$ cat src/rtl/cache_arbiter_rr.sv
// Round-robin arbiter between NUM_PORTS cache miss ports and one line-wide memory bus.
// Define ARB_PREFETCH_EN to add a next-line prefetch into a one-line read buffer.

module cache_arbiter_rr_checker #(
  parameter int NUM_PORTS = 2
) (
  input logic                 clk,
  input logic                 rst_n,
  input logic [NUM_PORTS-1:0] req_read,
  input logic [NUM_PORTS-1:0] req_write
);
  // A port never asks for a read and a write of its line at the same time.
  rw_exclusive_a: assert property (@(posedge clk) disable iff (!rst_n)
    (req_read & req_write) == '0);
endmodule

module cache_arbiter_rr #(
  parameter int NUM_PORTS  = 2,
  parameter int LINE_BITS  = 256,
  parameter int ADDR_W     = 32,
  parameter int LINE_BYTES = 32
) (
  input  logic                           clk,
  input  logic                           rst_n,
  input  logic [NUM_PORTS-1:0]           req_read,
  input  logic [NUM_PORTS-1:0]           req_write,
  input  logic [NUM_PORTS*ADDR_W-1:0]    req_addr,
  input  logic [NUM_PORTS*LINE_BITS-1:0] req_wdata,
  output logic [NUM_PORTS-1:0]           req_resp,
  output logic [LINE_BITS-1:0]           req_rdata,
  output logic                           mem_read,
  output logic                           mem_write,
  output logic [ADDR_W-1:0]              mem_address,
  output logic [LINE_BITS-1:0]           mem_wdata,
  input  logic [LINE_BITS-1:0]           mem_rdata,
  input  logic                           mem_resp
);

  localparam int                GW        = (NUM_PORTS > 1) ? $clog2(NUM_PORTS) : 1;
  localparam logic [ADDR_W-1:0] LINE_MASK = ~(ADDR_W'(LINE_BYTES - 1));
  localparam logic [GW-1:0]     LAST_PORT = GW'(NUM_PORTS - 1);

  typedef enum logic [1:0] {
    IDLE     = 2'd0,
    SERVE    = 2'd1,
    PREFETCH = 2'd2,
    PF_HIT   = 2'd3
  } state_e;

  function automatic logic [ADDR_W-1:0] line_align(input logic [ADDR_W-1:0] a);
    return a & LINE_MASK;
  endfunction

  function automatic logic [GW-1:0] next_port(input logic [GW-1:0] p);
    return (p == LAST_PORT) ? '0 : p + GW'(1);
  endfunction

  state_e               state_q, state_d;
  logic [GW-1:0]        rr_q, rr_d;
  logic [GW-1:0]        grant_q, grant_d;
  logic                 mem_read_q, mem_read_d;
  logic                 mem_write_q, mem_write_d;
  logic [ADDR_W-1:0]    mem_addr_q, mem_addr_d;
  logic [LINE_BITS-1:0] mem_wdata_q, mem_wdata_d;
  logic [ADDR_W-1:0]    last_addr_q, last_addr_d;

  logic [NUM_PORTS-1:0] active_s;
  logic [NUM_PORTS-1:0] req_resp_s;
  logic [LINE_BITS-1:0] req_rdata_s;
  logic                 pick_found_s;
  logic [GW-1:0]        pick_idx_s;
  logic                 pick_write_s;
  logic [ADDR_W-1:0]    pick_addr_s;
  logic [LINE_BITS-1:0] pick_wdata_s;

`ifdef ARB_PREFETCH_EN
  logic                 pf_pending_q, pf_pending_d;
  logic                 buf_valid_q, buf_valid_d;
  logic [ADDR_W-1:0]    buf_addr_q, buf_addr_d;
  logic [LINE_BITS-1:0] buf_data_q, buf_data_d;
  logic                 buf_hit_s;
`endif

  assign active_s = req_read | req_write;

  // Round-robin search: first active port at or after rr_q, wrapping.
  always_comb begin
    logic [GW-1:0] cand;
    logic          take;
    pick_found_s = 1'b0;
    pick_idx_s   = rr_q;
    cand         = rr_q;
    take         = 1'b0;
    for (int k = 0; k < NUM_PORTS; k++) begin
      take         = !pick_found_s && active_s[cand];
      pick_idx_s   = take ? cand : pick_idx_s;
      pick_found_s = pick_found_s | take;
      cand         = next_port(cand);
    end
  end

  // Write wins when a port illegally raises both commands.
  assign pick_write_s = req_write[pick_idx_s];
  assign pick_addr_s  = line_align(req_addr[int'(pick_idx_s)*ADDR_W +: ADDR_W]);
  assign pick_wdata_s = req_wdata[int'(pick_idx_s)*LINE_BITS +: LINE_BITS];

`ifdef ARB_PREFETCH_EN
  assign buf_hit_s = buf_valid_q && (buf_addr_q == pick_addr_s);
`endif

  // Next-state, command registers and completion strobe.
  always_comb begin
    state_d     = state_q;
    rr_d        = rr_q;
    grant_d     = grant_q;
    mem_read_d  = mem_read_q;
    mem_write_d = mem_write_q;
    mem_addr_d  = mem_addr_q;
    mem_wdata_d = mem_wdata_q;
    last_addr_d = last_addr_q;
    req_resp_s  = '0;
    req_rdata_s = '0;
`ifdef ARB_PREFETCH_EN
    pf_pending_d = pf_pending_q;
    buf_valid_d  = buf_valid_q;
    buf_addr_d   = buf_addr_q;
    buf_data_d   = buf_data_q;
`endif
    case (state_q)
      IDLE: begin
        if (pick_found_s) begin
          grant_d     = pick_idx_s;
          state_d     = SERVE;
          mem_read_d  = !pick_write_s;
          mem_write_d = pick_write_s;
          mem_addr_d  = pick_addr_s;
          mem_wdata_d = pick_wdata_s;
`ifdef ARB_PREFETCH_EN
          // Reads of the buffered line complete locally; writes to it kill it.
          if (!pick_write_s && buf_hit_s) begin
            state_d     = PF_HIT;
            mem_read_d  = 1'b0;
            mem_write_d = 1'b0;
          end else begin
            buf_valid_d = buf_valid_q && !(pick_write_s && buf_hit_s);
          end
`endif
        end
`ifdef ARB_PREFETCH_EN
        else if (pf_pending_q) begin
          state_d     = PREFETCH;
          mem_read_d  = 1'b1;
          mem_write_d = 1'b0;
          mem_addr_d  = line_align(last_addr_q + ADDR_W'(LINE_BYTES));
        end
`endif
        else begin
          state_d = IDLE;
        end
      end
      SERVE: begin
        if (mem_resp) begin
          req_resp_s[grant_q] = 1'b1;
          req_rdata_s         = mem_rdata;
          rr_d                = next_port(grant_q);
          mem_read_d          = 1'b0;
          mem_write_d         = 1'b0;
          state_d             = IDLE;
          if (mem_read_q) begin
            last_addr_d = mem_addr_q;
`ifdef ARB_PREFETCH_EN
            pf_pending_d = 1'b1;
`endif
          end else begin
            last_addr_d = last_addr_q;
          end
        end else begin
          state_d = SERVE;
        end
      end
      PREFETCH: begin
`ifdef ARB_PREFETCH_EN
        if (mem_resp) begin
          buf_valid_d  = 1'b1;
          buf_addr_d   = mem_addr_q;
          buf_data_d   = mem_rdata;
          pf_pending_d = 1'b0;
          mem_read_d   = 1'b0;
          state_d      = IDLE;
        end else begin
          state_d = PREFETCH;
        end
`else
        state_d = IDLE;
`endif
      end
      PF_HIT: begin
`ifdef ARB_PREFETCH_EN
        req_resp_s[grant_q] = 1'b1;
        req_rdata_s         = buf_data_q;
        rr_d                = next_port(grant_q);
`endif
        state_d = IDLE;
      end
      default: begin
        state_d = IDLE;
      end
    endcase
  end

  // State and command registers.
  always_ff @(posedge clk or negedge rst_n) begin
    if (!rst_n) begin
      state_q     <= IDLE;
      rr_q        <= '0;
      grant_q     <= '0;
      mem_read_q  <= 1'b0;
      mem_write_q <= 1'b0;
      mem_addr_q  <= '0;
      mem_wdata_q <= '0;
      last_addr_q <= '0;
    end else begin
      state_q     <= state_d;
      rr_q        <= rr_d;
      grant_q     <= grant_d;
      mem_read_q  <= mem_read_d;
      mem_write_q <= mem_write_d;
      mem_addr_q  <= mem_addr_d;
      mem_wdata_q <= mem_wdata_d;
      last_addr_q <= last_addr_d;
    end
  end

`ifdef ARB_PREFETCH_EN
  // Prefetch buffer registers.
  always_ff @(posedge clk or negedge rst_n) begin
    if (!rst_n) begin
      pf_pending_q <= 1'b0;
      buf_valid_q  <= 1'b0;
      buf_addr_q   <= '0;
      buf_data_q   <= '0;
    end else begin
      pf_pending_q <= pf_pending_d;
      buf_valid_q  <= buf_valid_d;
      buf_addr_q   <= buf_addr_d;
      buf_data_q   <= buf_data_d;
    end
  end
`endif

  assign req_resp    = req_resp_s;
  assign req_rdata   = req_rdata_s;
  assign mem_read    = mem_read_q;
  assign mem_write   = mem_write_q;
  assign mem_address = mem_addr_q;
  assign mem_wdata   = mem_wdata_q;

  cache_arbiter_rr_checker #(
    .NUM_PORTS (NUM_PORTS)
  ) u_checker (
    .clk       (clk),
    .rst_n     (rst_n),
    .req_read  (req_read),
    .req_write (req_write)
  );

endmodule
$ cat config.mk
export PLATFORM = sky130hd
export DESIGN_NAME = cache_arbiter_rr
export DESIGN_NICKNAME = d
export VERILOG_FILES = /design/src/rtl/cache_arbiter_rr.sv
export SDC_FILE = /design/constraint.sdc
export NUM_CORES = 1
export LEC_CHECK = 0
export CAP_MARGIN = 20
export CORE_AREA = 2 2 534 536
export CTS_BUF_LIST = sky130_fd_sc_hd__clkbuf_2
export CTS_CLUSTER_SIZE = 30
export DETAILED_ROUTE_END_ITERATION = 16
export DIE_AREA = 0 0 536 538
export REMOVE_ABC_BUFFERS = 1
export SLEW_MARGIN = 15
export SYNTH_ARGS = -nofsm -noshare
export SYNTH_HDL_FRONTEND = slang
export SYNTH_SLANG_ARGS = --single-unit
$ cat constraint.sdc
create_clock -name clk -period 2 [get_ports clk]
set_input_delay 0.5 -clock clk [delete_from_list [all_inputs] [get_ports clk]]
set_output_delay 0.5 -clock clk [all_outputs]
set_load 0.01 [all_outputs]
==> results of run 1 <==
[final cells by class]
type	count	area, sq um	area share [%]
Clock buffer	115	576	1.26
Inverter	1	6.26	0.0137
Timing Repair Buffer	2286	23800	52.1
Multi-Input combinational cell	849	8960	19.6
Sequential cell	288	7230	15.8
Tap cell	3762	4710	10.3
Clock inverter	27	146	0.320
Antenna cell	108	270	0.591
[placed cells by master (no fill, tap or decap), drive strengths merged, types with 5 or more instances in the layout]
cell / Yosys / layout
conb: 1 / 5
dlygate4sd3: 0 / 573
nor2: 5 / 5
and3: 257 / 257
clkdlybuf4s50: 0 / 826
clkinv: 0 / 23
o221a: 283 / 283
dfrtp: 288 / 288
diode: 0 / 108
buf: 82 / 737
clkbuf: 137 / 261
or4: 283 / 283
[state kept, by name, summed over array words and instances (netlist names)]
| name | flops |
|---|---|
| grant_q | 1 |
| mem_address | 27 |
| mem_read | 1 |
| mem_wdata | 256 |
| mem_write | 1 |
| rr_q | 1 |
| state_q | 1 |
[kinds of logic (layout without fill, tap and decap cells)]
kind of cell / Yosys count / count (layout) / synth area share [%]
AOI/OAI and AO/OA: 292 / 292 / 21.4
other: 1 / 113 / 0.0246
and+or+nand+nor: 552 / 552 / 24.9
buffers and inverters: 220 / 2429 / 6.58
DFF: 288 / 288 / 47.2
[routing by layer]
layer | vias up | track usage, %
met5 | - | 0
li1 | 10100 | -
met4 | 108 | 8.46
met1 | 11900 | 14.0
met2 | 1888 | 21.9
met3 | 657 | 4.86
[worst paths after layout]
kind	from	to	slack [ns]
min reg2reg	mem_wdata[104]	mem_wdata[104]	0.57
max in group asynchronous	rst_n	mem_wdata[78]	0.91
max	state_q[0]	req_rdata[220]	-1.32
max reg2reg	state_q[0]	mem_wdata[100]	-0.87
min in group clk	req_addr[63]	mem_address[31]	0.33
min	rst_n	mem_wdata[252]	0.33
[worst max-delay path: cells and delay by family (launching register included)]
kind / cells / cell delay, ns
buffers and inverters: 5 / 0.72
DFF: 1 / 0.58
and+or+nand+nor: 1 / 0.17
[metrics by stage]
step                      hold WS (ns)  utilization, %  TNS (ns)  power, mW
final                            0.329            16.1   -583.01       30.1
after detailed placement         0.491            12.2   -214.95       21.5
after global placement           0.491            12.2   -210.24       21.4
after floorplan                  0.204               -  -5579.28       12.0
after global routing             0.156            16.1   -700.21       31.3
after CTS                       0.0846            14.8   -798.40       28.1
[repair_timing]
item,in CTS,in global routing
hold endpoints to repair,576,0
setup buffers,17,149
hold buffers,574,0
endpoints found under the setup margin,822,828
gates cloned,17,38
resized for setup,637,1614
pin swaps,15,38
[power breakdown]
group          switching, mW  internal (mW)
clock network           3.30           1.69
registers               1.43           7.29
logic                   7.48           8.88
total                   12.2           17.9
==> impl_metrics.env, run 1 <==
export IMPL_top_layer="met5"
export IMPL_synth_top_cells_by_count="288 x dfrtp_1, 283 x o221a_2, 283 x or4_1"
export IMPL_ys_types=25
export IMPL_antenna_found_initial=202
export IMPL_drt_total_wl_microns=215000
export IMPL_syn_inst=1353
export IMPL_violations="setup timing"
export IMPL_stdcell_area_sq_um=45700
export IMPL_area_growth_pct=199
export IMPL_worstSetupEndpointType="output port"
export IMPL_n_fill_cell=31100
export IMPL_setup_viol=828
export IMPL_insertion_delay_ns=1.34
export IMPL_cp_max_fo=7
export IMPL_wl_met2_microns=99800
export IMPL_worstMarginPinSlew_ns=0.938
export IMPL_power_density_nw_per_um2=658
export IMPL_die_h_microns=538
export IMPL_finalNonFillerCells=7436
export IMPL_drc=0
export IMPL_place_inst=6398
export IMPL_status="finished with violations"
export IMPL_tritoncts="yes"
export IMPL_globalplace_congestion=1.08
export IMPL_slew_violations=0
export IMPL_ios=1387
export IMPL_core_area_sq_um=283000
export IMPL_syn_area_per_cell_sq_um=11.3
export IMPL_drive_above_1_share_pct=44.5
export IMPL_row_count=196
export IMPL_drv_cap=0
export IMPL_htreeDepth=3
export IMPL_min_path_type="in2async"
export IMPL_synth_cell_area_sq_um=15300
export IMPL_hold_viol=0
export IMPL_slew_headroom_pct=37.5
export IMPL_ys_seq_area_share_pct=47.2
export IMPL_critPathSlowestCell="dfrtp_4"
export IMPL_synthFlopType="dfrtp_1"
export IMPL_synth_edf_count=0
export IMPL_finalWorstSetupSlack_ns=-1.32
export IMPL_wl_met3_microns=21200
export IMPL_fp_dieW_microns=536
export IMPL_cts_buffers=84
export IMPL_wl_met1_microns=75300
export IMPL_nets=4349
export IMPL_dp_hpwl_microns=165000
export IMPL_grt_max_degree=118
export IMPL_crit_type="reg2out"
export IMPL_root_buffer="clkbuf_2"
export IMPL_drtIter0Drc=1472
export IMPL_peakVddDrop_mv=0.304
export IMPL_crit_path_max_incr_delay_ns=0.58
export IMPL_rsz0062_at_grt="yes"
export IMPL_cts_sinks=288
export IMPL_clk_pin_slew_worst_paths_ns=0.11
export IMPL_ys_warn_count=0
export IMPL_placed_area_sq_um=34600
export IMPL_crit_required_ns=1.50
export IMPL_min_period_ns=3.32
export IMPL_min_period_over_period_pct=166
export IMPL_cp_arrival_ns=2.82
export IMPL_critPathMostFrequentCell="buf_12"
export IMPL_grt_pass1_vias=24100
export IMPL_cts_buffer_depth=3
export IMPL_cp_start_kind="register"
export IMPL_grt_pass1_wl_microns=248000
export IMPL_p_leak_nw=17.4
export IMPL_synth_most_common_cell="dfrtp_1"
export IMPL_synth_seq_cells=288
export IMPL_first_pass_iters=5
export IMPL_port_buffers=1371
export IMPL_fmax_ghz=0.301
export IMPL_vias=24700
export IMPL_fin_skew_ns=0.174
export IMPL_async_reset_ff_share_pct=100
export IMPL_crit_chain="buf_12 -> buf_12 -> buf_12 -> buf_16 -> and3_4 -> buf_6"
export IMPL_viasPerCell=3.32
export IMPL_yosys_area_top_type="dfrtp_1"
export IMPL_synth_area_top_cells="dfrtp_1 47%, o221a_2 21%, or4_1 14%, and3_1 11%, clkbuf_1 2.7%"
export IMPL_dieArea_sq_um=288000
export IMPL_place_ws_ns=-0.655
export IMPL_initial_core_util_pct=5.39
export IMPL_ff2ff_path_depth=10
export IMPL_post_drt_wl_per_cell_microns=28.9
export IMPL_grt_total_usage_pct=13.2
export IMPL_gr_total_overflow=0
export IMPL_ant_nets=0
export IMPL_netlist_area_leader_share_pct=47.2
(Power assumes the default switching activity.)
==> run 2, diff against run 1 <==
--- a/config.mk
+++ b/config.mk
@@ -11,6 +11,7 @@
 export CTS_CLUSTER_SIZE = 30
 export DETAILED_ROUTE_END_ITERATION = 16
 export DIE_AREA = 0 0 536 538
+export RECOVER_POWER = 50
 export REMOVE_ABC_BUFFERS = 1
 export SLEW_MARGIN = 15
 export SYNTH_ARGS = -nofsm -noshare
==> impl_metrics.env, run 2 (synthesis results as in run 1) <==
export IMPL_grt_pass1_vias=24100
export IMPL_cts_buffer_depth=3
export IMPL_n_fill_cell=31100
export IMPL_placed_area_sq_um=34600
export IMPL_gr_total_overflow=0
export IMPL_fin_total_pwr_mw=30.1
export IMPL_drt_total_wl_microns=215000
export IMPL_worstSetupEndpointType="output port"
export IMPL_initial_core_util_pct=5.39
export IMPL_fp_dieW_microns=536
export IMPL_cp_start_kind="register"
export IMPL_largest_reg_flops=256
export IMPL_core_area_sq_um=283000
export IMPL_cp_arrival_ns=2.83
export IMPL_tritoncts="yes"
export IMPL_drv_cap=1
export IMPL_min_period_over_period_pct=167
export IMPL_area_growth_pct=199
export IMPL_grt_use_met2_pct=21.9
export IMPL_nets=4349
export IMPL_die_h_microns=538
export IMPL_clk_pin_slew_worst_paths_ns=0.13
export IMPL_cts_buffers=84
export IMPL_stdcell_area_sq_um=45700
export IMPL_grt_pass1_wl_microns=248000
export IMPL_slew_headroom_pct=-6.75
export IMPL_multi_input_area_sq_um=8960
export IMPL_fin_skew_ns=0.175
export IMPL_row_count=196
export IMPL_cts_sinks=288
export IMPL_root_buffer="clkbuf_2"
export IMPL_rsz0062_at_grt="yes"
export IMPL_violations="capacitance limit, slew limit, setup timing"
export IMPL_worstMarginPinSlew_ns=1.60
export IMPL_fin_hold_ws_ns=0.330
export IMPL_use_met1_pct=14.0
export IMPL_final_cell_mix="826 x clkdlybuf4s50_1, 573 x dlygate4sd3_1, 291 x buf_6, 273 x dfrtp_1, 261 x buf_4"
export IMPL_insertion_delay_ns=1.34
export IMPL_dieArea_sq_um=288000
export IMPL_crit_type="reg2out"
export IMPL_fmax_ghz=0.300
export IMPL_drtIter0Drc=1387
export IMPL_cp_max_fo=7
export IMPL_grt_busiest_layer="met2"
export IMPL_port_buffers=1371
export IMPL_peakVddDrop_mv=0.308
export IMPL_first_pass_iters=7
export IMPL_viasPerCell=3.33
export IMPL_place_inst=6398
export IMPL_grt_total_usage_pct=13.2
export IMPL_htreeDepth=3
export IMPL_ant_nets=0
export IMPL_vias=24800
export IMPL_hold_viol=0
export IMPL_setup_viol=1083
export IMPL_status="finished with violations"
export IMPL_p_leak_nw=17.4
export IMPL_final_common_cell="clkdlybuf4s50_1"
export IMPL_ios=1387
export IMPL_seq_area_sq_um=7230
export IMPL_slew_violations=22
export IMPL_finalNonFillerCells=7438
export IMPL_drc=0
export IMPL_grt_max_degree=118
export IMPL_finalWorstSetupSlack_ns=-1.33
export IMPL_drive_above_1_share_pct=44.5
export IMPL_antenna_found_initial=202
export IMPL_min_path_type="in2reg"
export IMPL_power_density_nw_per_um2=659
export IMPL_dp_hpwl_microns=165000
export IMPL_post_drt_wl_per_cell_microns=28.9
export IMPL_crit_required_ns=1.50
export IMPL_globalplace_congestion=1.08
export IMPL_min_period_ns=3.33
export IMPL_use_met3_pct=4.86
run 2: changes by cell type in the layout (fill, tap and decap cells not counted):
cell | before | now
buf_16 | 17 | 16
buf_4 | 265 | 261
buf_8 | 13 | 12
clkbuf_1 | 0 | 1
clkbuf_2 | 234 | 239
diode_2 | 108 | 110
run 2: area by class of cell:
type / count / share of cell area [%]
clock inverters: 27 / 0.321
well taps: 3762 / 10.3
repair buffers: 2286 / 52.0
clock buffers: 115 / 1.26
diodes: 110 / 0.603
flip-flops and latches: 288 / 15.8
multi-input cells: 849 / 19.6
inverters: 1 / 0.0137
run 2: per-layer routing:
layer,vias to the layer above,wire (microns)
met4,106,17500
met5,-,694
met2,1865,99800
li1,10200,-
met3,650,21600
met1,12000,74900
run 2: worst max-delay path, cell delays in order (launching register included):
cell and delay (ns):
dfrtp_4 0.58, buf_12 0.17, buf_12 0.15, buf_12 0.14
buf_16 0.13, and3_4 0.17, buf_6 0.13
run 2: final timing paths:
check | start | endpoint | slack [ns] | cells after the start
worst min-delay path | req_addr[63] | mem_address[31] | 0.33 | 3
worst min register to register | mem_wdata[104] | mem_wdata[104] | 0.57 | 1
worst max-delay path | state_q[0] | req_rdata[220] | -1.33 | 6
min in group asynchronous | rst_n | mem_wdata[132] | 1.08 | 4
worst max register to register | state_q[0] | mem_wdata[100] | -0.88 | 10
max in group asynchronous | rst_n | mem_wdata[244] | -0.50 | 5
run 2: power breakdown:
| part | total, mW | switching (mW) | internal [mW] |
|---|---|---|---|
| Combinational | 16.3 | 7.47 | 8.88 |
| Sequential | 8.72 | 1.44 | 7.29 |
| Clock | 5.01 | 3.33 | 1.69 |
run 2: what timing repair did:
item / 4_1_cts / 5_1_grt
pin swaps: 15 / 38
setup buffers: 17 / 149
hold buffers: 574 / 0
gates cloned: 17 / 38
endpoints found under the setup margin: 822 / 828
gates resized for setup: 637 / 1614
endpoints found under the hold margin: 576 / 0
run 2: per-stage QoR:
stage,utilization (%),setup WS (ns),TNS (ns)
after floorplan,-,-14.91,-5579.28
after CTS,14.8,-1.59,-798.40
after global placement,12.2,-0.667,-210.24
after global routing,16.1,-1.52,-781.37
final,16.1,-1.33,-667.38
after detailed placement,12.2,-0.655,-214.95
